$ cat src/rtl/ternary_seq_ctrl.sv
// ternary_seq_ctrl: start/abort-controlled sequencer for the ternary
// matrix-vector datapath. Paces weight loading into the weight bank, then
// streams bit-serial input vectors into the multiplier under valid/ready
// flow control, flagging each completed vector and the end of a job.
//
// Ports:
//   clk, rst_n        clock, asynchronous active-low reset
//   start, abort      job start (IDLE only) / return to IDLE (highest priority)
//   cfg_out_len       active output rows, latched on accepted start
//   cfg_vec_count     vectors per job, 0 = run until abort
//   in_valid          input beat present
//   in_ready          beat accepted (LOAD and MULT)
//   load_en, load_beat  weight-bank write strobe and beat index
//   mult_en, mult_clr, bit_sel  multiplier strobe, accumulator clear, bit index
//   out_valid, done   vector complete / job complete pulses
//   busy, err         not idle / illegal-config start pulse
module ternary_seq_ctrl #(
    parameter int unsigned MAX_OUT_LEN  = 7,
    parameter int unsigned BIT_WIDTH    = 8,
    parameter int unsigned WEIGHT_WIDTH = 2
) (
    input  logic       clk,
    input  logic       rst_n,
    input  logic       start,
    input  logic       abort,
    input  logic [2:0] cfg_out_len,
    input  logic [7:0] cfg_vec_count,
    input  logic       in_valid,
    output logic       in_ready,
    output logic       load_en,
    output logic [3:0] load_beat,
    output logic       mult_en,
    output logic       mult_clr,
    output logic [2:0] bit_sel,
    output logic       out_valid,
    output logic       done,
    output logic       busy,
    output logic       err
);

    localparam int unsigned OL_W = 3;
    localparam int unsigned VC_W = 8;
    localparam int unsigned LB_W = 4;
    localparam int unsigned BS_W = 3;

    typedef enum logic [1:0] {
        IDLE = 2'd0,
        LOAD = 2'd1,
        MULT = 2'd2
    } state_t;

    state_t          state;
    state_t          state_n;
    logic [LB_W-1:0] load_beat_n;
    logic [LB_W-1:0] load_last;
    logic [BS_W-1:0] bit_sel_n;
    logic [VC_W-1:0] vec_cnt;
    logic [VC_W-1:0] vec_cnt_n;
    logic [VC_W-1:0] vec_cnt_inc;
    logic [VC_W-1:0] vec_count_q;
    logic [VC_W-1:0] vec_count_n;
    logic [OL_W-1:0] out_len_q;
    logic [OL_W-1:0] out_len_n;
    logic            cfg_bad;
    logic            out_valid_n;
    logic            done_n;
    logic            err_n;
    logic            busy_n;

    // Datapath strobes follow the bus directly so a beat is consumed in the cycle it is offered.
    assign load_en  = in_valid && (state == LOAD);
    assign mult_en  = in_valid && (state == MULT);
    assign mult_clr = mult_en && (bit_sel == '0);

    // Index of the last weight beat for the latched row count.
    assign load_last   = LB_W'(WEIGHT_WIDTH) * LB_W'(out_len_q) - LB_W'(1);
    assign cfg_bad     = (cfg_out_len == '0) || (32'(cfg_out_len) > MAX_OUT_LEN);
    assign vec_cnt_inc = vec_cnt + VC_W'(1);

    // State and registered outputs.
    always_ff @(posedge clk or negedge rst_n) begin
        if (!rst_n) begin
            state       <= IDLE;
            load_beat   <= '0;
            bit_sel     <= '0;
            vec_cnt     <= '0;
            vec_count_q <= '0;
            out_len_q   <= '0;
            out_valid   <= 1'b0;
            done        <= 1'b0;
            err         <= 1'b0;
            busy        <= 1'b0;
            in_ready    <= 1'b0;
        end else begin
            state       <= state_n;
            load_beat   <= load_beat_n;
            bit_sel     <= bit_sel_n;
            vec_cnt     <= vec_cnt_n;
            vec_count_q <= vec_count_n;
            out_len_q   <= out_len_n;
            out_valid   <= out_valid_n;
            done        <= done_n;
            err         <= err_n;
            busy        <= busy_n;
            in_ready    <= busy_n;
        end
    end

    // Next-state and counter logic; abort overrides every other event.
    always_comb begin
        state_n     = state;
        load_beat_n = load_beat;
        bit_sel_n   = bit_sel;
        vec_cnt_n   = vec_cnt;
        vec_count_n = vec_count_q;
        out_len_n   = out_len_q;
        out_valid_n = 1'b0;
        done_n      = 1'b0;
        err_n       = 1'b0;

        if (abort) begin
            state_n     = IDLE;
            load_beat_n = '0;
            bit_sel_n   = '0;
            vec_cnt_n   = '0;
        end else begin
            case (state)
                IDLE: begin
                    if (start) begin
                        out_len_n   = cfg_out_len;
                        vec_count_n = cfg_vec_count;
                        if (cfg_bad) begin
                            err_n = 1'b1;
                        end else begin
                            state_n     = LOAD;
                            load_beat_n = '0;
                        end
                    end
                end
                LOAD: begin
                    if (load_en) begin
                        if (load_beat == load_last) begin
                            state_n     = MULT;
                            load_beat_n = '0;
                            bit_sel_n   = '0;
                            vec_cnt_n   = '0;
                        end else begin
                            load_beat_n = load_beat + LB_W'(1);
                        end
                    end
                end
                MULT: begin
                    if (mult_en) begin
                        if (bit_sel == BS_W'(BIT_WIDTH - 1)) begin
                            bit_sel_n   = '0;
                            vec_cnt_n   = vec_cnt_inc;
                            out_valid_n = 1'b1;
                            // Zero vector count means continuous mode: counter wraps silently.
                            if ((vec_count_q != '0) && (vec_cnt_inc == vec_count_q)) begin
                                done_n    = 1'b1;
                                state_n   = IDLE;
                                vec_cnt_n = '0;
                            end
                        end else begin
                            bit_sel_n = bit_sel + BS_W'(1);
                        end
                    end
                end
                default: begin
                    state_n = IDLE;
                end
            endcase
        end

        busy_n = (state_n != IDLE);
    end

endmodule

$ cat config.mk
export PLATFORM = sky130hd
export DESIGN_NAME = ternary_seq_ctrl
export DESIGN_NICKNAME = d
export VERILOG_FILES = /design/src/rtl/ternary_seq_ctrl.sv
export SDC_FILE = /design/constraint.sdc
export NUM_CORES = 1
export LEC_CHECK = 0
export CAP_MARGIN = 20
export CORE_MARGIN = 2
export CORE_UTILIZATION = 24
export CTS_BUF_LIST = sky130_fd_sc_hd__clkbuf_4
export CTS_CLUSTER_DIAMETER = 100
export DETAILED_ROUTE_END_ITERATION = 8
export GPL_TIMING_DRIVEN = 0
export PLACE_DENSITY_LB_ADDON = 0.05
export SYNTH_ARGS = -nofsm -noshare
export SYNTH_HDL_FRONTEND = slang
export SYNTH_SLANG_ARGS = --single-unit
$ cat constraint.sdc
create_clock -name clk -period 2.2 [get_ports clk]
set_input_delay 0.44 -clock clk [delete_from_list [all_inputs] [get_ports clk]]
set_output_delay 0.44 -clock clk [all_outputs]
set_load 0.005 [all_outputs]
==> results of run 1 <==
[sequential cells by signal, summed over array words and instances, names as in the netlist]
signal       count
state            2
done             1
load_beat        4
bit_sel          3
err              1
vec_cnt          8
busy             1
out_valid        1
out_len_q        3
vec_count_q      8
[cell type report]
| cell class | count | share of cell area |
|---|---|---|
| Timing Repair Buffer | 38 | 0.151 |
| Buffer | 5 | 0.0105 |
| Clock inverter | 1 | 0.00211 |
| Tap cell | 99 | 0.0522 |
| Clock buffer | 6 | 0.0190 |
| Sequential cell | 32 | 0.337 |
| Multi-Input combinational cell | 134 | 0.416 |
| Inverter | 7 | 0.0111 |
[synthesized netlist by cell type, drive strengths merged (4+ instances only)]
cell,count,share of area
nor2,13,0.027
nor3,6,0.017
xor2,6,0.029
a21oi,4,0.011
nor4,4,0.022
nand2b,4,0.014
a221oi,4,0.019
nand2,17,0.035
o21ai,8,0.022
mux2,9,0.056
nand3,6,0.019
ha,6,0.042
xnor2,8,0.039
and2,4,0.014
a21o,6,0.025
inv,7,0.015
dfrtp,32,0.44
[power breakdown]
group | switching [mW] | internal [mW] | total, mW
Combinational | 0.111 | 0.133 | 0.244
Sequential | 0.0454 | 0.635 | 0.680
Clock | 0.201 | 0.130 | 0.331
Total | 0.358 | 0.897 | 1.26
[per-stage QoR]
step / util / area, um^2 / worst slack (ns)
2_1_floorplan: - / 1800 / 0.239
3_3_place_gp: 0.307 / 2220 / -0.331
3_5_place_dp: 0.306 / 2220 / -0.344
4_1_cts: 0.320 / 2320 / -0.0137
5_1_grt: 0.327 / 2370 / 0.00192
6_report: 0.327 / 2370 / 0.140
[critical path: cells and delay by family, from the launching register on]
kind	cells	cell delay, ns
XOR/XNOR	1	0.20
buffers and inverters	2	0.34
flip-flops	1	0.43
AND/OR/NAND/NOR	4	0.79
AO/OA/AOI/OAI	1	0.19
[what timing repair did]
item,in CTS,in global routing
pin swaps,2,3
endpoints found under the setup margin,8,17
gates resized for setup,5,10
buffers inserted,6,2
hold buffers,0,0
[routing by layer]
layer | vias to the layer above | share of wire
met2 | 25 | 0.45
li1 | 725 | -
met1 | 705 | 0.49
met4 | 0 | 0.015
met5 | - | 0
met3 | 6 | 0.039
[placed cells by master (no fill, tap or decap), types with 3 or more instances in the layout]
cell type	count
dfrtp_1	32
clkdlybuf4s50_1	26
nand2_1	16
nor2_1	10
buf_4	9
o21ai_0	8
xnor2_1	8
inv_1	7
xor2_1	6
a21o_1	6
clkbuf_4	6
nor3_1	5
nand3_1	5
mux2_2	5
ha_1	5
a21oi_1	4
mux2_1	4
a221oi_1	4
nor2_2	3
nand4_1	3
nand2b_1	3
or3_1	3
buf_2	3
and2_1	3
nor4_1	3
a32o_1	3
[cell families (layout without fill, tap and decap cells)]
group / Yosys count / count (layout) / synth area share
simple gates: 72 / 72 / 0.222
compound gates: 32 / 32 / 0.124
flops: 32 / 32 / 0.445
xor+xnor: 15 / 15 / 0.0806
buf+inv: 13 / 57 / 0.0306
mux: 9 / 9 / 0.0563
fa+ha+maj: 6 / 6 / 0.0417
[worst max-delay path by stage]
stage	startpoint	endpoint	slack, ns	depth (start not counted)
after global placement	start	out_len_q[2]	-0.33	5
final	vec_cnt[0]	busy	0.14	8
after floorplan	vec_cnt[0]	vec_cnt[2]	0.24	8
after detailed placement	start	out_len_q[2]	-0.34	5
after global routing	vec_cnt[0]	busy	0.002	8
after CTS	state[1]	load_en	-0.01	4
==> impl_metrics.ini, run 1 <==
[setup_path]
arrival_ns = 2.29
crit_chain = buf_4 -> and2_2 -> nand4_1 -> xnor2_1 -> nor4_4 -> buf_4 -> nand3_1 -> a21o_1
cp_data_required_time_ns = 2.43
reg2reg_slack_ns = 0.14
cpMostUsedCell = buf_4
max_stage_delay_ns = 0.43
start_kind = flop
end_kind = flop
timing.rr.end = busy
crit_slowest_cell = dfrtp_1
reg2reg_depth = 8
r2r-start = vec_cnt[0]
cp_max_fo = 6
criticalPathCategory = reg -> reg

[timing]
slew_headroom = 0.506
finalCriticalPeriod_ns = 2.06
hold_viol_final = 0
rsz0062_at_grt = no
finalCritPeriodShare = 0.937
fin_setup_tns_ns = 0
hold_slack_ns = 0.159
fmax_mhz = 485
finalSetupViolations = 0
worstMarginPinSlew_ns = 0.740
drv_slew = 0
finClkSkew_ns = 0.00496

[clocking]
h-tree-depth = 2
cts-buffers-inserted = 5
cts_buffer_depth = 2
cts_root_buffer = clkbuf_4
cts_tree = built
clkTransAtPathRegs_ns = 0.10
clk_latency_ns = 0.33
clock_sinks = 32

[pwr]
vdd_drop_max_mv = 0.225
pwr_density_cell_nw_per_um2 = 529
finalPower_mw = 1.26
leakagePower_nw = 1.06

[die]
core_um2 = 7250
die_y_um = 90.6
initial_core_util = 0.248
io_pins = 31
die_x_um = 90.6
die_area_um2 = 8210
fp-row-count = 31

[yosys]
synthesis.area_um2 = 1800
seq_area_frac_synth = 0.445
syn_inst = 179
synth_flop_cell = dfrtp_1
yosys_warnings = 0
synth_seq_cells = 32
ys_async_sr_fraction = 1.00
synth_edf_count = 0
mappedNetlistNets = 201
avgSynthCellArea_um2 = 10.1
synth_cell_types = 42

[route]
drt_iter0_markers = 58
ant_nets = 0
drt-pass1-iter-count = 4
via_count = 1461
via_per_inst = 4.54
wire_per_inst_um = 13.0
drc = 0
routed_wl_mm = 4.18

[placement]
numPlacedInstances = 308
hpwl_mm = 3.08
io_buffers = 30
routabilityCongestion = 0.717

[layout]
fillers = 778
syn_to_final_growth_pct = 31.8
antenna_cells = 0
seq_area_um2 = 801
multi_input_area_um2 = 988
instances_no_fill = 322
drive_gt1_frac = 0.175
finalNetCount = 245

[flow_run]
drv_cap = 0

[grt]
grtUsageMet2 = 0.173
grtUsageMet3 = 0.0267
busiest_layer = met2
grt_max_degree = 33
antenna_found_initial = 0
track_usage = 0.110
grt.overflow.total = 0
grt_pass1_wl_mm = 7.21
grtUsageMet1 = 0.147
grt_pass1_vias = 1507

[worst_hold_path]
hold_path_class = in -> async

[outcome]
status = finished, final reports clean
Power figures use the tool's default switching activity.
==> run 2, diff against run 1 <==
--- a/config.mk
+++ b/config.mk
@@ -6,7 +6,7 @@
 export NUM_CORES = 1
 export LEC_CHECK = 0
 export CAP_MARGIN = 20
-export CORE_MARGIN = 2
+export CORE_MARGIN = 4
 export CORE_UTILIZATION = 24
 export CTS_BUF_LIST = sky130_fd_sc_hd__clkbuf_4
 export CTS_CLUSTER_DIAMETER = 100
==> run 2 against run 1 <==
Sequential cell count unchanged. Combinational power about the same. Fmax is 2.0% lower. Sequential power about the same. Cell count is 0.62% higher. Clock skew is 0.0057 ns higher. Critical endpoint is now load_en. Highest routed layer unchanged.
==> impl_metrics.ini, run 2 (synthesized netlist as in run 1, its figures left out) <==
[layout]
reg_top3 = vec_cnt (8), vec_count_q (8), load_beat (4)
finalNetCount = 246
seq_area_um2 = 801
final_common_cell = dfrtp_1
drive_gt1_frac = 0.173
fillers = 790
syn_to_final_growth_pct = 31.8
layout_common_cells = 32 x dfrtp_1, 27 x clkdlybuf4s50_1, 16 x nand2_1, 10 x nor2_1, 10 x buf_4
antenna_cells = 0
multi_input_area_um2 = 981
instances_no_fill = 324

[grt]
grt_max_degree = 33
grt_pass1_wl_mm = 7.42
track_usage = 0.106
antenna_found_initial = 0
grt.overflow.total = 0
grt_pass1_vias = 1537

[timing]
slew_headroom = 0.507
rsz0062_at_grt = yes
hold_slack_ns = 0.154
finalCritPeriodShare = 0.956
finClkSkew_ns = 0.0107
finalSetupViolations = 0
finalCriticalPeriod_ns = 2.10
fmax_mhz = 476
worst_slack_ns = 0.0978
drv_slew = 0
hold_viol_final = 0
worstMarginPinSlew_ns = 0.740
fin_setup_tns_ns = 0

[setup_path]
end_kind = primary output
start_kind = flop
arrival_ns = 1.66
cp_data_required_time_ns = 1.76
criticalPathCategory = reg -> out
cp_max_fo = 4

[clocking]
cts_root_buffer = clkbuf_4
postCtsHoldBufs = 0
clk_latency_ns = 0.33
cts_tree = built
clkTransAtPathRegs_ns = 0.11
clock_sinks = 32
cts_buffer_depth = 2
h-tree-depth = 2
cts-buffers-inserted = 5

[die]
die_x_um = 94.6
fp-row-count = 31
io_pins = 31
die_y_um = 94.6
initial_core_util = 0.248
die_area_um2 = 8950
core_um2 = 7250

[route]
ant_nets = 0
drt_iter0_markers = 51
drc = 0
via_per_inst = 4.47
via_count = 1448
wire_per_inst_um = 13.2
drt-pass1-iter-count = 4
routed_wl_mm = 4.27

[pwr]
vdd_drop_max_mv = 0.207
pwr_density_cell_nw_per_um2 = 544
leakagePower_nw = 1.04

[placement]
io_buffers = 30
pre_cts_ws_ns = -0.323
hpwl_mm = 3.12
routabilityCongestion = 0.729
numPlacedInstances = 308

[flow_run]
drv_cap = 0

[outcome]
status = finished, final reports clean

[worst_hold_path]
hold_path_class = in -> async
run 2: per-layer routing:
| layer | track usage | wire length, um | up-vias |
|---|---|---|---|
| met3 | 0.0239 | 169 | 4 |
| met1 | 0.147 | 2050 | 694 |
| li1 | - | - | 729 |
| met4 | 0.0433 | 23 | 0 |
| met2 | 0.160 | 2030 | 21 |
| met5 | 0 | 0 | - |
run 2: what timing repair did:
action / CTS / global route
gates resized for setup: 5 / 7
setup endpoints to repair: 7 / 18
pin swaps: 1 / 2
buffers inserted: 5 / 4
run 2: critical path, cell delays in order (launching register included):
cell and delay, ns:
dfrtp_1 0.42, nand2b_1 0.22, nor2_2 0.16, clkdlybuf4s50_1 0.52
run 2: power breakdown:
part           leakage (nW)  switching, mW  internal [mW]  total, mW
Combinational         0.582          0.114          0.134      0.247
Clock                0.0338          0.214          0.148      0.362
Sequential            0.421         0.0467          0.635      0.682
Total                  1.04          0.374          0.916       1.29
run 2: worst paths after layout:
kind | depth (start not counted) | from | endpoint | slack, ns
worst max-delay path | 3 | state[1] | load_en | 0.1
worst max register to register | 8 | vec_cnt[0] | vec_cnt[1] | 0.14
min in group clk | 1 | vec_count_q[5] | vec_count_q[5] | 0.56
max in group asynchronous | 1 | rst_n | vec_count_q[7] | 1.57
worst min register to register | 1 | vec_count_q[5] | vec_count_q[5] | 0.56
worst min-delay path | 1 | rst_n | vec_cnt[7] | 0.15
run 2: final cells by class:
class,count,area share
multi-input combinational,134,0.413
tap,99,0.0522
inverter,7,0.0111
sequential,32,0.337
buffer,5,0.0105
clock buffer,7,0.0221
timing repair buffer,39,0.152
clock inverter,1,0.00158
run 2: through the flow:
| step | instance area, um^2 | utilization | power [mW] |
|---|---|---|---|
| 2_1_floorplan | 1800 | - | 0.838 |
| 3_3_place_gp | 2220 | 0.307 | 0.930 |
| 3_5_place_dp | 2220 | 0.306 | 0.934 |
| 4_1_cts | 2320 | 0.320 | 1.31 |
| 5_1_grt | 2370 | 0.327 | 1.37 |
| 6_report | 2370 | 0.327 | 1.29 |
==> run 3, diff against run 2 <==
--- a/config.mk
+++ b/config.mk
@@ -6,6 +6,7 @@
 export NUM_CORES = 1
 export LEC_CHECK = 0
 export CAP_MARGIN = 20
+export CORE_ASPECT_RATIO = 0.5
 export CORE_MARGIN = 4
 export CORE_UTILIZATION = 24
 export CTS_BUF_LIST = sky130_fd_sc_hd__clkbuf_4
==> run 3 against run 2 <==
First-iteration DRC count fell by 35%. Final area grew 0.74%. Clock skew is 0.00077 ns higher. Critical path type is now reg -> reg.
==> impl_metrics.ini, run 3 (synthesized netlist as in run 1, its figures left out) <==
[timing]
finalCritPeriodShare = 0.952
finalCriticalPeriod_ns = 2.09
rsz0062_at_grt = no
fmax_mhz = 478
finClkSkew_ns = 0.0115
slew_headroom = 0.487
hold_slack_ns = 0.159
finalSetupViolations = 0
hold_viol_final = 0
fin_setup_tns_ns = 0
drv_slew = 0
worstMarginPinSlew_ns = 0.763

[grt]
track_usage = 0.100
antenna_found_initial = 0
grt_pass1_vias = 1485
grt.overflow.total = 0
grt_pass1_wl_mm = 7.22
grt_max_degree = 33

[placement]
io_buffers = 30
hpwl_mm = 3.13
numPlacedInstances = 301
placed_area_um2 = 2210
routabilityCongestion = 0.744

[setup_path]
reg2reg_depth = 6
cp.depth = 6
crit_chain = buf_4 -> or3b_2 -> nor2_1 -> nor3_1 -> or4b_1 -> nand2_1
critPathTopFamily = simple AND/OR/NAND/NOR gates
critPathLaunch = state[0]
reg2reg_slack_ns = 0.11
timing.rr.end = load_beat[2]
cp_data_required_time_ns = 2.47
endpoint = load_beat[2]
end_kind = flop
cp.buffers_inverters = 1
start_kind = flop
max_stage_delay_ns = 0.54
criticalPathCategory = reg -> reg
r2r-start = state[0]
arrival_ns = 2.36
cp_max_fo = 8
crit_slowest_cell = or4b_1

[die]
fp-row-count = 21
die_area_um2 = 9040
core_um2 = 6960
initial_core_util = 0.259
die_x_um = 130
die_y_um = 69.2
io_pins = 31

[clocking]
cts_buffer_depth = 2
cts_root_buffer = clkbuf_4
clk_latency_ns = 0.33
clkTransAtPathRegs_ns = 0.11
clock_sinks = 32
cts-buffers-inserted = 5
h-tree-depth = 2
cts_tree = built

[worst_hold_path]
hold_path_class = in -> async

[route]
ant_nets = 0
routed_wl_mm = 4.36
via_count = 1451
wire_per_inst_um = 13.8
via_per_inst = 4.61
drc = 0
drt_iter0_markers = 33
drt-pass1-iter-count = 4

[layout]
layout_common_cells = 31 x dfrtp_1, 26 x clkdlybuf4s50_1, 16 x nand2_1, 10 x nor2_1, 9 x clkbuf_4
reg_top3 = vec_cnt (8), vec_count_q (8), load_beat (4)
antenna_cells = 0
finalNetCount = 244
stdcell_area_um2 = 2390
syn_to_final_growth_pct = 32.8
instances_no_fill = 315
final_common_cell = dfrtp_1
drive_gt1_frac = 0.193

[pwr]
vdd_drop_max_mv = 0.187
finalPower_mw = 1.29
leakagePower_nw = 1.04
pwr_density_cell_nw_per_um2 = 541

[flow_run]
drv_cap = 0

[outcome]
status = finished, final reports clean
## run 3: cell count changes in the layout (fill, tap and decap cells not counted), sizes merged
cell           delta
buf               -4
clkbuf            +2
clkdlybuf4s50     -1
dlymetal6s2s      +1
## run 3: layout make-up
class | instances | area [um^2]
buffer | 5 | 30.0
clock buffer | 7 | 52.6
clock inverter | 1 | 3.75
fill | 706 | 4570
inverter | 7 | 26.3
multi-input combinational | 134 | 1010
sequential | 32 | 802
tap | 92 | 115
timing repair buffer | 37 | 348
## run 3: how the worst min path moves through the flow
stage / startpoint / endpoint
CTS: rst_n / load_beat[0]
global placement: vec_cnt[1] / vec_cnt[1]
finish: rst_n / load_beat[0]
detailed placement: vec_cnt[1] / vec_cnt[1]
global route: rst_n / load_beat[0]
floorplan: rst_n / bit_sel[0]
## run 3: layer usage
layer | vias up | track usage | part of all wire
met3 | 5 | 0.0354 | 0.037
met1 | 709 | 0.144 | 0.52
met4 | 0 | 0.0274 | 0.011
li1 | 719 | - | -
met2 | 18 | 0.142 | 0.43
met5 | - | 0 | 0
## run 3: repair_timing
item / CTS / global route
endpoints found under the setup margin: 12 / 13
resized for setup: 7 / 16
buffers inserted: 2 / 5
hold buffers: 0 / 0
pin swaps: 1 / 6
hold endpoints to repair: 0 / 0
## run 3: report_power, final
part	switching, mW	internal, mW	leakage (nW)
combinational	0.120	0.138	0.590
sequential	0.0456	0.635	0.420
clock	0.208	0.148	0.0338
## run 3: through the flow
stage / util / setup slack [ns]
CTS: 0.329 / 0.000100
global placement: 0.318 / -0.348
global route: 0.343 / 0.00543
detailed placement: 0.318 / -0.361
finish: 0.343 / 0.106
floorplan: - / 0.239
==> patch (settings of run 3) <==
Register the output `err` once more, without a reset; this adds one clock of latency there. The other outputs are not delayed to match.
--- a/src/rtl/ternary_seq_ctrl.sv
+++ b/src/rtl/ternary_seq_ctrl.sv
@@ -49,6 +49,8 @@
         MULT = 2'd2
     } state_t;
 
+    logic err_s0;
+
     state_t          state;
     state_t          state_n;
     logic [LB_W-1:0] load_beat_n;
@@ -88,7 +90,7 @@
             out_len_q   <= '0;
             out_valid   <= 1'b0;
             done        <= 1'b0;
-            err         <= 1'b0;
+            err_s0      <= 1'b0;
             busy        <= 1'b0;
             in_ready    <= 1'b0;
         end else begin
@@ -100,7 +102,7 @@
             out_len_q   <= out_len_n;
             out_valid   <= out_valid_n;
             done        <= done_n;
-            err         <= err_n;
+            err_s0      <= err_n;
             busy        <= busy_n;
             in_ready    <= busy_n;
         end
@@ -175,5 +177,9 @@
         busy_n = (state_n != IDLE);
     end
 
+    always_ff @(posedge clk) begin
+        err <= err_s0;
+    end
+
 endmodule
 
Check against the original RTL: not equivalent (a bounded check fails within 4 cycles, from zero or initial values and one cycle with rst_n low).
==> patch against run 3 <==
Wire length increased by 1.9%; area after synthesis grew 1.7%; utilization is 2.1 points lower; register-to-register slack improved by 50 ps; cell count increased by 0.95%; total power up 2.2%; sequential power increased by 3.8%; non-clock buffer count decreased by 4; clock skew grew 0.72 ps; cell area shrank 0.47%; sequential share of layout area increased by 1.1 points; worst setup slack worse by 32 ps; sequential cell count grew 1; largest cell class unchanged.
==> patch: results (changes against run 3) <==
metric,value,unit,change
status,finished clean,,
Synth Net Count,202,,+0.50%
First-pass DRT Iterations,4,,unchanged
critical-path maximum fanout,5,,-3
critical path data arrival time,1690,ps,-670 ps
H-tree levels,2,,unchanged
leak pwr,1.03,nW,-1.7%
Nets,243,,-0.41%
Worst Skew,12.2,ps,+0.722 ps
vias in the first global route,1500,,+1.0%
later-pin clock latency in the skew report,340,ps,
Worst path slowest cell,clkdlybuf4s50_1,,
VDD IR max,0.146,mV,-22%
HPWL after DPL,3.22,mm,+3.0%
Async SR Flop Fraction,0.970,,-0.0303
Fillers,784,,+11%
worst slew pin tran,774,ps,+10.8 ps
top post-synthesis cells by count,"dfrtp_1 (32), nand2_1 (16), nor2_1 (13)",,
dpl cell area,2250,um2,+1.6%
DRT iter0 DRCs,61,,+85%
Crit path max-delay family,buffers and inverters,,
proportion of layout cells with a drive suffix above 1,0.198,,+0.00537
Hold Path Class,in2async,,
Top Registers,"vec_cnt (8), vec_count_q (8), load_beat (4)",,
Finished Layout Cells,318,,+0.95%
Total GRT Usage,0.103,,+0.00229
first-pass GRT wire length,7.65,mm,+5.8%
synth top area cells,"dfrtp_1 (44%), mux2_2 (6.1%), xnor2_1 (4.3%), ha_1 (4.1%), nand2_1 (3.3%)",,
GP Congestion,0.696,,-6.4%
"EDFF count, synth",0,,unchanged
register area share after synthesis,0.448,,+0.00333
count of cell types in the netlist,44,,+4.8%
Post-Syn Area per Cell,10.2,um2,+1.2%
initial antenna violation count,0,,unchanged
"Reg clk slew, reported paths",120,ps,
Post-Place Setup Slack,-372,ps,-11.3 ps
max incr delay on CP,520,ps,-20 ps
Vias/cell,4.64,,+0.70%
Routed WL per cell,14.0,um,+0.90%
Post-Place Cells,306,,+1.7%
==> patch: cell count changes in the layout (fill, tap and decap cells not counted), sizes merged, moves of 2 or more <==
cell and change:
clkbuf -3, a21oi +2, a211o +2, buf -2
==> patch: timing repair <==
item / 4_1_cts / 5_1_grt
resized for setup: 7 / 10
buffers inserted: 2 / 2
pin swaps: 1 / 0
setup endpoints to repair: 16 / 16
hold buffers: 0 / 0
==> patch: area by class of cell <==
| class | instances | area [um2] | share of cell area |
|---|---|---|---|
| Multi-Input combinational cell | 136 | 1010 | 0.425 |
| Sequential cell | 33 | 823 | 0.346 |
| Timing Repair Buffer | 34 | 323 | 0.136 |
| Tap cell | 96 | 120 | 0.0505 |
| Clock buffer | 6 | 45.0 | 0.0189 |
| Inverter | 7 | 26.3 | 0.0110 |
| Buffer | 4 | 20.0 | 0.00841 |
| Clock inverter | 2 | 10.0 | 0.00421 |
==> patch: cell families after synthesis <==
group           Yosys count  share of synthesized area
simple gates             70                      0.212
compound gates           34                      0.128
flops                    33                      0.448
xor+xnor                 16                     0.0840
buf+inv                  11                     0.0253
mux                      10                     0.0615
fa+ha+maj                 6                     0.0410
==> patch: worst paths after layout <==
check,from,endpoint,slack (ps),cells past startpoint
worst max-delay path,state[1],load_en,70,3
worst min-delay path,rst_n,vec_cnt[2],150,1
worst max register to register,vec_cnt[1],vec_cnt[7],160,8
worst min register to register,err_s0,err,350,0
max in group asynchronous,rst_n,state[0],1490,1
min in group clk,err_s0,err,350,0
==> patch: worst reg2reg max path: cells and delay by family (launching register included) <==
kind                       cells  cell delay, ps
AOI/OAI and AO/OA              2             350
xor gates and xnor gates       1             190
adders and majority gates      1             190
buffers and inverters          1             180
DFF                            1             430
and+or+nand+nor                3             580
==> patch: power by group <==
group | switching (mW) | internal (mW) | total, mW
registers | 0.0525 | 0.654 | 0.706
logic | 0.115 | 0.137 | 0.253
clock network | 0.229 | 0.134 | 0.363
total | 0.397 | 0.925 | 1.32
==> patch: stage by stage <==
stage          hold WS (ps)  power (mW)  utilization
5_1_grt                 210        1.40        0.323
4_1_cts                 195        1.34        0.316
3_5_place_dp            327       0.965        0.305
2_1_floorplan           144       0.863            -
6_report                151        1.32        0.323
3_3_place_gp            328       0.967        0.305
==> patch: layer usage <==
| layer | track usage | vias to the layer above | share of wire | routed length [um] |
|---|---|---|---|---|
| met5 | 0 | - | 0 | 0 |
| met4 | 0.0326 | 0 | 0.0061 | 27 |
| met3 | 0.0348 | 2 | 0.043 | 189 |
| met2 | 0.156 | 25 | 0.45 | 2010 |
| met1 | 0.137 | 724 | 0.50 | 2220 |
| li1 | - | 724 | - | - |
